## src/rtl/sbox_lookup_pipe_if.sv

```systemverilog
// Stream handshake bundle for the S-box lookup engine: 6-bit addresses in,
// 4-bit substitutions out, one group per lane.
interface sbox_lookup_pipe_if #(
  parameter int LANES = 8
);
  logic                 in_valid;
  logic                 in_ready;
  logic [6*LANES-1:0]   in_data;
  logic                 out_valid;
  logic                 out_ready;
  logic [4*LANES-1:0]   out_data;

  modport master (
    output in_valid, in_data, out_ready,
    input  in_ready, out_valid, out_data
  );

  modport slave (
    input  in_valid, in_data, out_ready,
    output in_ready, out_valid, out_data
  );
endinterface

```

## src/rtl/sbox_lookup_pipe.sv

```systemverilog
// Programmable, 2-stage pipelined S-box engine: LANES independent 6-to-4-bit
// substitutions per beat, each lane's 64-entry table writable at run time.
module sbox_lookup_pipe #(
  parameter int LANES  = 8,
  parameter int LANE_W = 3
) (
  input  logic              clk,
  input  logic              rst_n,
  sbox_lookup_pipe_if.slave bus,
  input  logic              cfg_we,
  input  logic [LANE_W-1:0] cfg_lane,
  input  logic [1:0]        cfg_row,
  input  logic [3:0]        cfg_col,
  input  logic [3:0]        cfg_data
);

  logic [3:0]         tbl_q [LANES][64];
  logic [3:0]         tbl_d [LANES][64];

  logic               s1_valid_q, s1_valid_d;
  logic [6*LANES-1:0] s1_data_q,  s1_data_d;
  logic               out_valid_q, out_valid_d;
  logic [4*LANES-1:0] out_data_q,  out_data_d;

  logic               s2_adv;
  logic               in_ready;
  logic               accept;
  logic [4*LANES-1:0] lookup;
  logic [5:0]         addr;

  assign s2_adv   = s1_valid_q && (!out_valid_q || bus.out_ready);
  assign in_ready = !s1_valid_q || s2_adv;
  assign accept   = bus.in_valid && in_ready;

  assign bus.in_ready  = in_ready;
  assign bus.out_valid = out_valid_q;
  assign bus.out_data  = out_data_q;

  // Lookup reads the registered tables, so a write landing on the same edge
  // as the S1->S2 transfer is seen only by later transfers.
  always_comb begin
    // NOTE: every variable assigned here gets a default first so no path
    // leaves it unassigned and infers a latch.
    lookup = '0;
    addr   = '0;
    for (int i = 0; i < LANES; i++) begin
      addr = s1_data_q[6*i +: 6];
      lookup[4*i +: 4] = tbl_q[i][{addr[5], addr[0], addr[4:1]}];
    end
  end

  always_comb begin
    tbl_d = tbl_q;
    if (cfg_we && (int'(cfg_lane) < LANES)) begin
      tbl_d[cfg_lane][{cfg_row, cfg_col}] = cfg_data;
    end
  end

  always_comb begin
    s1_valid_d  = s1_valid_q;
    s1_data_d   = s1_data_q;
    out_valid_d = out_valid_q;
    out_data_d  = out_data_q;

    if (accept) begin
      s1_valid_d = 1'b1;
      s1_data_d  = bus.in_data;
    end else if (s2_adv) begin
      s1_valid_d = 1'b0;
    end

    if (s2_adv) begin
      out_valid_d = 1'b1;
      out_data_d  = lookup;
    end else if (out_valid_q && bus.out_ready) begin
      out_valid_d = 1'b0;
    end
  end

  // NOTE: the tables are reset like any other flop because their identity
  // contents are architecturally visible right after reset.
  always_ff @(posedge clk or negedge rst_n) begin
    if (!rst_n) begin
      for (int l = 0; l < LANES; l++) begin
        for (int k = 0; k < 64; k++) begin
          tbl_q[l][k] <= 4'(k);
        end
      end
    end else begin
      tbl_q <= tbl_d;
    end
  end

  // NOTE: state updates use non-blocking assignments so every flop samples
  // the pre-edge values of the others.
  always_ff @(posedge clk or negedge rst_n) begin
    if (!rst_n) begin
      s1_valid_q  <= 1'b0;
      s1_data_q   <= '0;
      out_valid_q <= 1'b0;
      out_data_q  <= '0;
    end else begin
      s1_valid_q  <= s1_valid_d;
      s1_data_q   <= s1_data_d;
      out_valid_q <= out_valid_d;
      out_data_q  <= out_data_d;
    end
  end

endmodule

```

## src/flat_wrapper.sv

```systemverilog
// flat-port wrapper written by rule: the top's interface ports become plain ports
module sbox_lookup_pipe_flat 
#(
  parameter int LANES  = 8,
  parameter int LANE_W = 3
)
  (clk, rst_n, cfg_we, cfg_lane, cfg_row, cfg_col, cfg_data, bus_in_valid, bus_in_data, bus_out_ready, bus_in_ready, bus_out_valid, bus_out_data);
  sbox_lookup_pipe_if #(.LANES(LANES)) bus_i ();
  input  logic clk;
  input  logic rst_n;
  input  logic cfg_we;
  input  logic [LANE_W-1:0] cfg_lane;
  input  logic [1:0] cfg_row;
  input  logic [3:0] cfg_col;
  input  logic [3:0] cfg_data;
  input wire logic [$bits(bus_i.in_valid)-1:0] bus_in_valid;
  input wire logic [$bits(bus_i.in_data)-1:0] bus_in_data;
  input wire logic [$bits(bus_i.out_ready)-1:0] bus_out_ready;
  output wire logic [$bits(bus_i.in_ready)-1:0] bus_in_ready;
  output wire logic [$bits(bus_i.out_valid)-1:0] bus_out_valid;
  output wire logic [$bits(bus_i.out_data)-1:0] bus_out_data;
  assign bus_i.in_valid = bus_in_valid;
  assign bus_i.in_data = bus_in_data;
  assign bus_i.out_ready = bus_out_ready;
  assign bus_in_ready = bus_i.in_ready;
  assign bus_out_valid = bus_i.out_valid;
  assign bus_out_data = bus_i.out_data;
  sbox_lookup_pipe #(.LANES(LANES), .LANE_W(LANE_W)) u_core (.clk(clk), .rst_n(rst_n), .bus(bus_i), .cfg_we(cfg_we), .cfg_lane(cfg_lane), .cfg_row(cfg_row), .cfg_col(cfg_col), .cfg_data(cfg_data));
endmodule
```

## config.mk

```make
export PLATFORM = sky130hd
export DESIGN_NAME = sbox_lookup_pipe_flat
export DESIGN_NICKNAME = d
export VERILOG_FILES = /design/src/rtl/sbox_lookup_pipe_if.sv /design/src/rtl/sbox_lookup_pipe.sv /design/src/flat_wrapper.sv
export SDC_FILE = /design/constraint.sdc
export NUM_CORES = 2
export LEC_CHECK = 0
export ABC_AREA = 1
export CAP_MARGIN = 20
export CELL_PAD_IN_SITES_DETAIL_PLACEMENT = 1
export CELL_PAD_IN_SITES_GLOBAL_PLACEMENT = 1
export CORE_MARGIN = 3
export CORE_UTILIZATION = 40
export DETAILED_ROUTE_END_ITERATION = 16
export GPL_TIMING_DRIVEN = 0
export HOLD_SLACK_MARGIN = 0.06
export PLACE_DENSITY_LB_ADDON = 0.15
export SYNTH_ARGS = -nofsm -noshare
export SYNTH_HDL_FRONTEND = slang
export SYNTH_SLANG_ARGS = --single-unit
```

## constraint.sdc

```tcl
create_clock -name clk -period 2 [get_ports clk]
set_clock_uncertainty 0.05 [all_clocks]
set_input_delay 0.4 -clock clk [delete_from_list [all_inputs] [get_ports clk]]
set_output_delay 0.4 -clock clk [all_outputs]
set_load 0.05 [all_outputs]
```

==> results.toml <==
[setup_path]
path_class = "in2reg"
cp_max_fo = 10
crit_arrival_ps = 2900
critPathCaptureType = "register"
worst_ep_required_time_ps = 2690
cp-start-kind = "primary input"

[global_route]
grt_use_total_pct = 36.38
grt_pass1_vias = 96077
grt_pass1_wl_um = 666500
antenna_found_initial = 64
grt_max_degree = 180
grt-ovfl-total = 0

[finish]
layout.nets = 12640
nFillCells = 28240
multiInputGateArea_mm2 = 0.04051
final_core_util_pct = 49.03
drive_above_1_share_pct = 18.91
register_area_mm2 = 0.05460
area_delta_synth_final_pct = 21.72

[route]
routed_wl_um = 470400
dr.pass1.iters = 6
antenna_left = 0
viasPerCell = 6.012
vias = 96454
first_iter_violations = 10771
drc = 0
wire_per_inst_um = 29.32

[yosys]
mappedNetlistArea_mm2 = 0.09698
synth_top_area_share_pct = 28.54
yosys_warnings = 0
synth.distinct_cells = 15
netlist_instances = 11997
yosysSeqAreaShare_pct = 56.28
synth_area_leader_cell = "dfrtp_1"
syn_area_per_cell_um2 = 8.084
synth_area_leaders = "dfrtp_1 29%, dfstp_2 28%, nand2_1 19%"
ys_seq_elements = 2130
synth_nets = 12063

[hold_path]
hold_path.class = "in2async"

[placement]
dp_slack_ps = -1740
io_buffers = 99
dp_hpwl_um = 316500
gp_congestion = 0.9177

[power_and_ir_drop]
power_uw = 113100
power.density_mw_per_mm2 = 958.0
irDropWorstVdd_v = 0.0009497
leakage_uw = 0.04749

[cts]
clk_latency_ps = 900
clk_pin_slew_ps = 80
cts_tree = "yes"
h-tree-depth = 4
cts_hold_buffers = 17
cts_sinks = 2130
cts_root_buf = "clkbuf_16"
cts_buffers = 234
clock_path_buffers = 3

[sta]
fin_crit_ps = 2219
fmax_ghz = 0.4506
fin_ws_ps = -219.1
maxSlewViolCount = 0
worst_slew_pin_slew_ps = 787.3
fin_hold_ws_ps = -614.8
hold_viol = 218
maxSlewHeadroom_pct = 47.51
rsz0062_at_grt = "true"
fin_crit_sh_pct = 111.0
finalSetupViolations = 97

[floorplan]
fp.dieH_um = 498.4
start_util_pct = 40.28
rows = 180
dieArea_mm2 = 0.2484
fp.dieW_um = 498.4
boundaryPins = 100
core-area_mm2 = 0.2408

[flow_run]
cap_violations = 0

[run_status]
violations = "hold timing, setup timing"
status = "finished with violations"
cells by family after synthesis:
logic type,count (synthesis),share of synthesized area (%)
AND/OR/NAND/NOR,6996,29.50
flip-flops,2130,56.28
AO/OA/AOI/OAI,2096,10.82
buffers and inverters,775,3.399
stage by stage:
stage / hold WS [ps] / setup TNS (ps) / instances / cell area (um^2)
global placement: 413.0 / - / 15281 / 102000
finish: -614.8 / -3508 / 16044 / 118100
floorplan: 54.41 / 0 / 11997 / 96990
CTS: -620.1 / -71260 / 15941 / 116200
global route: -579.5 / -3881 / 15982 / 117900
detailed placement: 311.3 / -4374310 / 15373 / 104600
sequential cells by signal, summed over array words and instances (netlist names):
| signal | flops |
|---|---|
| u_core.bus.out_data | 32 |
| u_core.bus.out_valid | 1 |
| u_core.s1_data_q | 48 |
| u_core.s1_valid_q | 1 |
| u_core.tbl_q | 2048 |
layer usage:
layer	vias up	global-route usage (%)	share of wire, %	routed length, um
li1	41008	-	-	-
met1	48657	47.28	40	187300
met2	5204	54.41	43	204000
met3	1553	9.852	10	47050
met4	32	21.58	6.8	31840
met5	-	0	0.052	246
power by group:
group	internal, uW	switching (uW)
clock network	25200	19200
registers	45100	1070
logic	6380	16100
repair_timing:
item	4_1_cts	5_1_grt
cloned	9	12
buffers inserted	101	19
endpoints found under the setup margin	3045	2668
gates resized for setup	1086	325
pin swaps	60	35
endpoints found under the hold margin	245	253
worst paths after layout:
| kind | from | to | slack, ps | depth (start not counted) |
|---|---|---|---|---|
| max | cfg_lane[2] | u_core.tbl_q[795]$_DFFE_PN1P_ | -220 | 6 |
| min | rst_n | u_core.tbl_q[1942]$_DFFE_PN0P_ | -610 | 1 |
| max reg2reg | u_core.s1_data_q[37]$_DFFE_PN0P_ | u_core.bus.out_data[26]$_DFFE_PN0P_ | -160 | 12 |
| max in group asynchronous | rst_n | u_core.tbl_q[1503]$_DFFE_PN1P_ | 240 | 5 |
| min in group clk | bus_in_data[37] | u_core.s1_data_q[37]$_DFFE_PN0P_ | 100 | 3 |
| min reg2reg | u_core.bus.out_data[0]$_DFFE_PN0P_ | u_core.bus.out_data[0]$_DFFE_PN0P_ | 420 | 2 |
worst max-delay path: stages:
cell             delay (ps)
clkdlybuf4s50_1         690
nand2_1                 260
nor2_4                  300
clkbuf_4                350
nand2_1                 230
o21ai_0                 650
final cells by class:
| cell class | count | area share (%) |
|---|---|---|
| antenna | 74 | 0.1569 |
| buffer | 704 | 4.652 |
| clock buffer | 369 | 5.944 |
| clock inverter | 78 | 0.6603 |
| inverter | 63 | 0.2480 |
| multi-input combinational | 9092 | 34.32 |
| sequential | 2130 | 46.25 |
| tap | 3185 | 3.376 |
| timing repair buffer | 349 | 4.399 |
cell usage in the layout (no fill, tap or decap), drive strengths merged, types with 58 or more instances in the layout:
master	n
clkinv	68
clkbuf	696
o21ai	2048
nor2	120
clkdlybuf4s50	58
nand3	1873
dfstp	1024
diode	74
buf	642
dfrtp	1106
nand2	5003
synth_stat cells:
cell / instances
a21oi_1: 48
buf_1: 92
buf_2: 310
clkbuf_1: 310
clkinv_1: 16
dfrtp_1: 1106
dfstp_2: 1024
inv_1: 43
inv_2: 4
nand2_1: 5003
nand3_1: 1873
nor2_1: 116
nor2_2: 4
o21ai_0: 2028
o21ai_1: 20
No activity file was read; power rests on OpenSTA's default activity.
